**config.mk**
```make
export PLATFORM = sky130hd
export DESIGN_NAME = ls_apb_master
export DESIGN_NICKNAME = d
export VERILOG_FILES = /design/src/rtl/ls_apb_pkg.sv /design/src/rtl/ls_cmd_fifo.sv /design/src/rtl/ls_apb_master.sv
export SDC_FILE = /design/constraint.sdc
export NUM_CORES = 1
export LEC_CHECK = 0
export BUFFER_PORTS_ARGS = -buffer_cell sky130_fd_sc_hd__buf_2
export CAP_MARGIN = 5
export CELL_PAD_IN_SITES_DETAIL_PLACEMENT = 1
export CELL_PAD_IN_SITES_GLOBAL_PLACEMENT = 1
export CORE_ASPECT_RATIO = 1.2
export CORE_UTILIZATION = 47
export DETAILED_ROUTE_END_ITERATION = 12
export MAX_ROUTING_LAYER = met4
export PLACE_DENSITY_LB_ADDON = 0.1
export SETUP_SLACK_MARGIN = 0.4
export SLEW_MARGIN = 20
export SYNTH_ARGS = -nofsm -noshare
export SYNTH_HDL_FRONTEND = slang
export SYNTH_SLANG_ARGS = --single-unit
```
**constraint.sdc**
```tcl
create_clock -name clk -period 4.99 [get_ports clk]
set_input_delay 0.499 -clock clk [delete_from_list [all_inputs] [get_ports clk]]
set_output_delay 0.499 -clock clk [all_outputs]
set_load 0.005 [all_outputs]
```
**src/rtl/ls_apb_pkg.sv**
```systemverilog
// Shared types for the LightSeparator APB master: FSM state encoding and the
// queued command record.
package ls_apb_pkg;

   localparam int DATA_WIDTH = 32;
   localparam int ADDR_WIDTH = 16;
   localparam int FIFO_DEPTH = 4;

   typedef enum logic [1:0] {
      IDLE   = 2'b00,
      SETUP  = 2'b01,
      ACCESS = 2'b10
   } apb_state_e;

   typedef struct packed {
      logic                  write;
      logic [ADDR_WIDTH-1:0] addr;
      logic [DATA_WIDTH-1:0] wdata;
   } apb_cmd_t;

   // Reads put zero on PWDATA so stale write data never leaks onto the bus.
   function automatic logic [DATA_WIDTH-1:0] bus_wdata(input apb_cmd_t cmd);
      return cmd.write ? cmd.wdata : {DATA_WIDTH{1'b0}};
   endfunction

endpackage

```
**src/rtl/ls_cmd_fifo.sv**
```systemverilog
// Synchronous command FIFO for the APB master; power-of-2 depth, pointers wrap
// naturally, count is one bit wider than the pointers.
module ls_cmd_fifo #(
   parameter int DEPTH = 4
) (
   input  logic                      clk,
   input  logic                      rst,
   input  logic                      push,
   input  logic                      pop,
   input  ls_apb_pkg::apb_cmd_t      din,
   output ls_apb_pkg::apb_cmd_t      head,
   output logic                      full,
   output logic                      empty,
   output logic [$clog2(DEPTH):0]    count
);
   import ls_apb_pkg::*;

   localparam int PW = $clog2(DEPTH);
   localparam logic [PW:0] DEPTH_C = (PW+1)'(DEPTH);

   apb_cmd_t      r_mem [DEPTH];
   logic [PW-1:0] r_wr_ptr;
   logic [PW-1:0] r_rd_ptr;
   logic [PW:0]   r_count;
   logic          w_push;
   logic          w_pop;

   assign w_push = push && (r_count != DEPTH_C);
   assign w_pop  = pop && (r_count != (PW+1)'(0));

   // Storage, pointers and occupancy; reset flushes everything.
   always_ff @(posedge clk) begin
      if (!rst) begin
         r_wr_ptr <= PW'(0);
         r_rd_ptr <= PW'(0);
         r_count  <= (PW+1)'(0);
         for (int i = 0; i < DEPTH; i++) begin
            r_mem[i] <= '0;
         end
      end else begin
         if (w_push) begin
            r_mem[r_wr_ptr] <= din;
            r_wr_ptr        <= r_wr_ptr + PW'(1);
         end
         if (w_pop) begin
            r_rd_ptr <= r_rd_ptr + PW'(1);
         end
         case ({w_push, w_pop})
            2'b10:   r_count <= r_count + (PW+1)'(1);
            2'b01:   r_count <= r_count - (PW+1)'(1);
            default: r_count <= r_count;
         endcase
      end
   end

   assign head  = r_mem[r_rd_ptr];
   assign full  = (r_count == DEPTH_C);
   assign empty = (r_count == (PW+1)'(0));
   assign count = r_count;

endmodule

```
**src/rtl/ls_apb_master.sv**
```systemverilog
// APB master for the LightSeparator bus: queues commands and issues them as
// back-to-back SETUP/ACCESS pairs, returning read data on a one-cycle strobe.
module ls_apb_master #(
   parameter int DATA_WIDTH = 32,
   parameter int ADDR_WIDTH = 16,
   parameter int FIFO_DEPTH = 4
) (
   input  logic                  clk,
   input  logic                  rst,
   input  logic                  cmd_valid,
   output logic                  cmd_ready,
   input  logic                  cmd_write,
   input  logic [ADDR_WIDTH-1:0] cmd_addr,
   input  logic [DATA_WIDTH-1:0] cmd_wdata,
   output logic                  rsp_valid,
   output logic [DATA_WIDTH-1:0] rsp_rdata,
   output logic                  PSEL,
   output logic                  PENABLE,
   output logic                  PWRITE,
   output logic [ADDR_WIDTH-1:0] PADDR,
   output logic [DATA_WIDTH-1:0] PWDATA,
   input  logic [DATA_WIDTH-1:0] PRDATA,
   output logic                  busy
);
   import ls_apb_pkg::*;

   localparam int CW = $clog2(FIFO_DEPTH) + 1;

   apb_state_e            r_state;
   apb_state_e            w_state_nxt;
   apb_cmd_t              w_din;
   apb_cmd_t              w_head;
   logic                  w_push;
   logic                  w_pop;
   logic                  w_full;
   logic                  w_empty;
   logic [CW-1:0]         w_count;
   logic                  r_psel;
   logic                  r_penable;
   logic                  r_pwrite;
   logic [ADDR_WIDTH-1:0] r_paddr;
   logic [DATA_WIDTH-1:0] r_pwdata;
   logic                  r_rsp_valid;
   logic [DATA_WIDTH-1:0] r_rsp_rdata;
   logic                  w_read_done;

   // Ready is forced low while reset is asserted, not only after it is sampled.
   assign cmd_ready = rst && !w_full;
   assign w_push    = cmd_valid && cmd_ready;

   always_comb begin
      w_din.write = cmd_write;
      w_din.addr  = cmd_addr;
      w_din.wdata = cmd_wdata;
   end

   ls_cmd_fifo #(.DEPTH(FIFO_DEPTH)) u_fifo (
      .clk   (clk),
      .rst   (rst),
      .push  (w_push),
      .pop   (w_pop),
      .din   (w_din),
      .head  (w_head),
      .full  (w_full),
      .empty (w_empty),
      .count (w_count)
   );

   // Next-state and pop decision; a new command is taken from IDLE or ACCESS.
   always_comb begin
      w_state_nxt = r_state;
      w_pop       = 1'b0;
      case (r_state)
         IDLE: begin
            if (!w_empty) begin
               w_state_nxt = SETUP;
               w_pop       = 1'b1;
            end else begin
               w_state_nxt = IDLE;
            end
         end
         SETUP: w_state_nxt = ACCESS;
         ACCESS: begin
            if (!w_empty) begin
               w_state_nxt = SETUP;
               w_pop       = 1'b1;
            end else begin
               w_state_nxt = IDLE;
            end
         end
         default: w_state_nxt = IDLE;
      endcase
   end

   // State register.
   always_ff @(posedge clk) begin
      if (!rst) begin
         r_state <= IDLE;
      end else begin
         r_state <= w_state_nxt;
      end
   end

   assign w_read_done = (r_state == ACCESS) && !r_pwrite;

   // Registered bus and response outputs; address/data only move on a pop.
   always_ff @(posedge clk) begin
      if (!rst) begin
         r_psel      <= 1'b0;
         r_penable   <= 1'b0;
         r_pwrite    <= 1'b0;
         r_paddr     <= {ADDR_WIDTH{1'b0}};
         r_pwdata    <= {DATA_WIDTH{1'b0}};
         r_rsp_valid <= 1'b0;
         r_rsp_rdata <= {DATA_WIDTH{1'b0}};
      end else begin
         r_psel      <= (w_state_nxt != IDLE);
         r_penable   <= (w_state_nxt == ACCESS);
         r_rsp_valid <= w_read_done;
         if (w_pop) begin
            r_pwrite <= w_head.write;
            r_paddr  <= w_head.addr;
            r_pwdata <= bus_wdata(w_head);
         end
         if (w_read_done) begin
            r_rsp_rdata <= PRDATA;
         end
      end
   end

   assign PSEL      = r_psel;
   assign PENABLE   = r_penable;
   assign PWRITE    = r_pwrite;
   assign PADDR     = r_paddr;
   assign PWDATA    = r_pwdata;
   assign rsp_valid = r_rsp_valid;
   assign rsp_rdata = r_rsp_rdata;
   assign busy      = (w_count != CW'(0)) || (r_state != IDLE);

endmodule

```
==> metrics.md <==
| Metric | Value |
|---|---|
| Outcome | finished, final reports clean |
| Layout cells sized above 1 | 27.2% |
| Final HPWL DP | 17.2 mm |
| Die area | 26000 um^2 |
| Area occupied by multi-input gates | 3820 um^2 |
| Buffers on Ports | 169 |
| Post-Route Setup TNS | 0 ps |
| CTS tree | built |
| Post-synthesis net count | 986 |
| CTS root buf | clkbuf_16 |
| Mapped Avg Cell Area | 13.3 um^2 |
| Global-route wire length before repair | 44.9 mm |
| Post-synth top area share | 49.3% |
| Compound-Gate Fraction of Synth Area | 5.11% |
| Deepest clock path buffer count | 3 |
| Area leader, netlist | edfxtp_1 |
| Top post-synthesis cells by area | edfxtp_1, dfxtp_1, and2_1, mux4_2, nand2_1 |
| Fin crit share | 55.3% |
| Worst setup margin | 2230 ps |
| Max Freq | 362 MHz |
| Num rows | 63 |
| Worst-Margin Slew | 942 ps |
| Static leakage | 0.00536 uW |
| Effective utilization at floorplan | 48.0% |
| Fin. max-slew vios | 0 |
| Maximum vdd drop | 0.000250 V |
| Routed wire per std cell | 20.0 um |
| Simple-gate share of the synthesized area | 16.8% |
| Synth cell types | 36 |
| Layout net count | 1143 |
| Chip Height | 177 um |
| Slew HR | 37.1% |
| Vias in the first global route | 8087 |
| H-tree levels | 1 |
| Via count | 7544 |
| Mapped cell area | 11900 um^2 |
| Fin. Hold Viols | 0 |
| Io pins | 170 |
| Final wirelength | 28.1 mm |
| Total congestion overflow | 0 |
| Via density | 5.37 |
| Clock sinks | 291 |
| RSZ-0062 raised after global routing | false |
| Synth-to-Final Area Change | 17.3% |
| Die span in x | 147 um |
| Tmin final | 2760 ps |
| Drt initial violations | 311 |
| Post-CTS setup buffers | 0 |
| Worst slack at placement | 2220 ps |
| Max-cap violations | 0 |
| Post-route DRC violation count | 0 |
| Leading cell types in the layout, fill and taps excluded | and2_1, edfxtp_1, buf_2 |
| DRT antenna net count | 0 |
| Main combinational cell family by area after synthesis | simple AND/OR/NAND/NOR gates |
| HP Class | in2reg |
| Hold_buf cts | 0 |
| Drt pass-1 iters | 6 |
| GP Congestion | 0.719 |
| Seq/Total Area, Yosys | 65.3% |
| Clock Latency Late Sink | 550 ps |
| Setup-failing EPs final | 0 |
| Clock skew | 19.8 ps |
| Yosys Warn Count | 0 |
| Clk slew on worst S/H paths | 60 ps |
| Mux contribution to synthesized area | 9.25% |
| Synth Register Bits | 291 |
| Pin count of the biggest net entering global routing | 58 |
| CTS Buf Count | 30 |
| Startpoint types | flip-flop |
| Filler cells | 2555 |
| CP required | 5210 ps |
| Post-Synth XOR/XNOR Area | 0.147% |
| Core area | 24800 um^2 |
| Setup crit end kind | flip-flop |
| Power Density | 462 nW/um^2 |
| N_diodes | 0 |
| Cells after Synth | 900 |
| GRT Overall Usage | 22.9% |
| Adder-cell share of the synthesized area | 0.273% |
| CTS resizes | 0 |
| Worst EP arrival | 2980 ps |
| Sequential Area | 7790 um^2 |
| CP Max Fanout | 50 |
| Worst Path Class, Setup | reg2reg |
| Initial antenna violation count | 0 |
state kept, by name, summed over array words and instances (netlist names), 2 cells and up, named ones only:
| name | cells |
|---|---|
| PADDR | 16 |
| u_fifo.r_mem | 196 |
| r_state | 2 |
| u_fifo.count | 3 |
| rsp_rdata | 32 |
| PWDATA | 32 |
| u_fifo.r_rd_ptr | 2 |
| u_fifo.r_wr_ptr | 2 |
cell type report:
class	count	share of cell area [%]
Sequential cell	291	55.7
Multi-Input combinational cell	534	27.3
Timing Repair Buffer	190	7.40
Clock buffer	48	6.28
Tap cell	325	2.90
Inverter	10	0.268
Clock inverter	7	0.215
through the flow:
step                      hold WS (ps)  std cells  cell area (um^2)  utilization (%)  power [uW]
final                              190       1405             14000             56.4        6470
after global routing               186       1405             14000             56.4        6780
after CTS                          171       1405             14000             56.4        6560
after detailed placement           445       1350             13100             52.7        4480
after global placement             439       1349             13100             52.6        4420
after floorplan                    433        900             11900                -        3970
synth_stat cells, drive strengths merged:
cell	count
mux4	49
a21o	1
clkbuf	40
o31ai	1
fa	1
inv	10
edfxtp	196
dfxtp	95
a21oi	56
buf	25
or3	4
nor3	1
nand2	130
o21ai	21
o31a	1
nand2b	3
xor2	2
or3b	1
ha	1
nor2	9
or4	1
and2	196
nor3b	2
nand3	19
nor4	3
o22ai	32
final timing paths:
path | cells after the start | endpoint | slack, ps | startpoint
setup reg to reg | 5 | u_fifo.r_mem[3][3]$_DFFE_PP_ | 2230 | u_fifo.count[2]$_SDFFE_PN0P_
setup / recovery | 5 | u_fifo.r_mem[3][3]$_DFFE_PP_ | 2230 | u_fifo.count[2]$_SDFFE_PN0P_
hold / removal | 3 | rsp_rdata[26]$_SDFFE_PN0P_ | 190 | PRDATA[26]
hold reg to reg | 2 | rsp_rdata[3]$_SDFFE_PN0P_ | 450 | rsp_rdata[3]$_SDFFE_PN0P_
per-layer routing:
metal | wire [um] | part of all wire [%] | track usage, % | vias to the layer above
met5 | 0 | 0 | - | -
met2 | 14600 | 52 | 40.7 | 201
met3 | 1280 | 4.6 | 2.61 | 31
li1 | - | - | - | 3508
met4 | 344 | 1.2 | 4.68 | 0
met1 | 11900 | 42 | 28.1 | 3804
critical path, cell delays in order (launching register included):
cell and delay [ps]:
dfxtp_1 410, nor3b_4 590, nor2_4 80, buf_4 320, a21oi_4 680, buf_12 290
logic make-up after synthesis:
logic type | count (synthesis)
simple gates | 369
flops | 291
compound gates | 112
buf+inv | 75
mux | 49
xor+xnor | 2
fa+ha+maj | 2
report_power, final:
part           switching [uW]  internal, uW
clock network             880          1200
logic                     796           560
registers                 146          2890
total                    1820          4650
(Power assumes the default switching activity.)
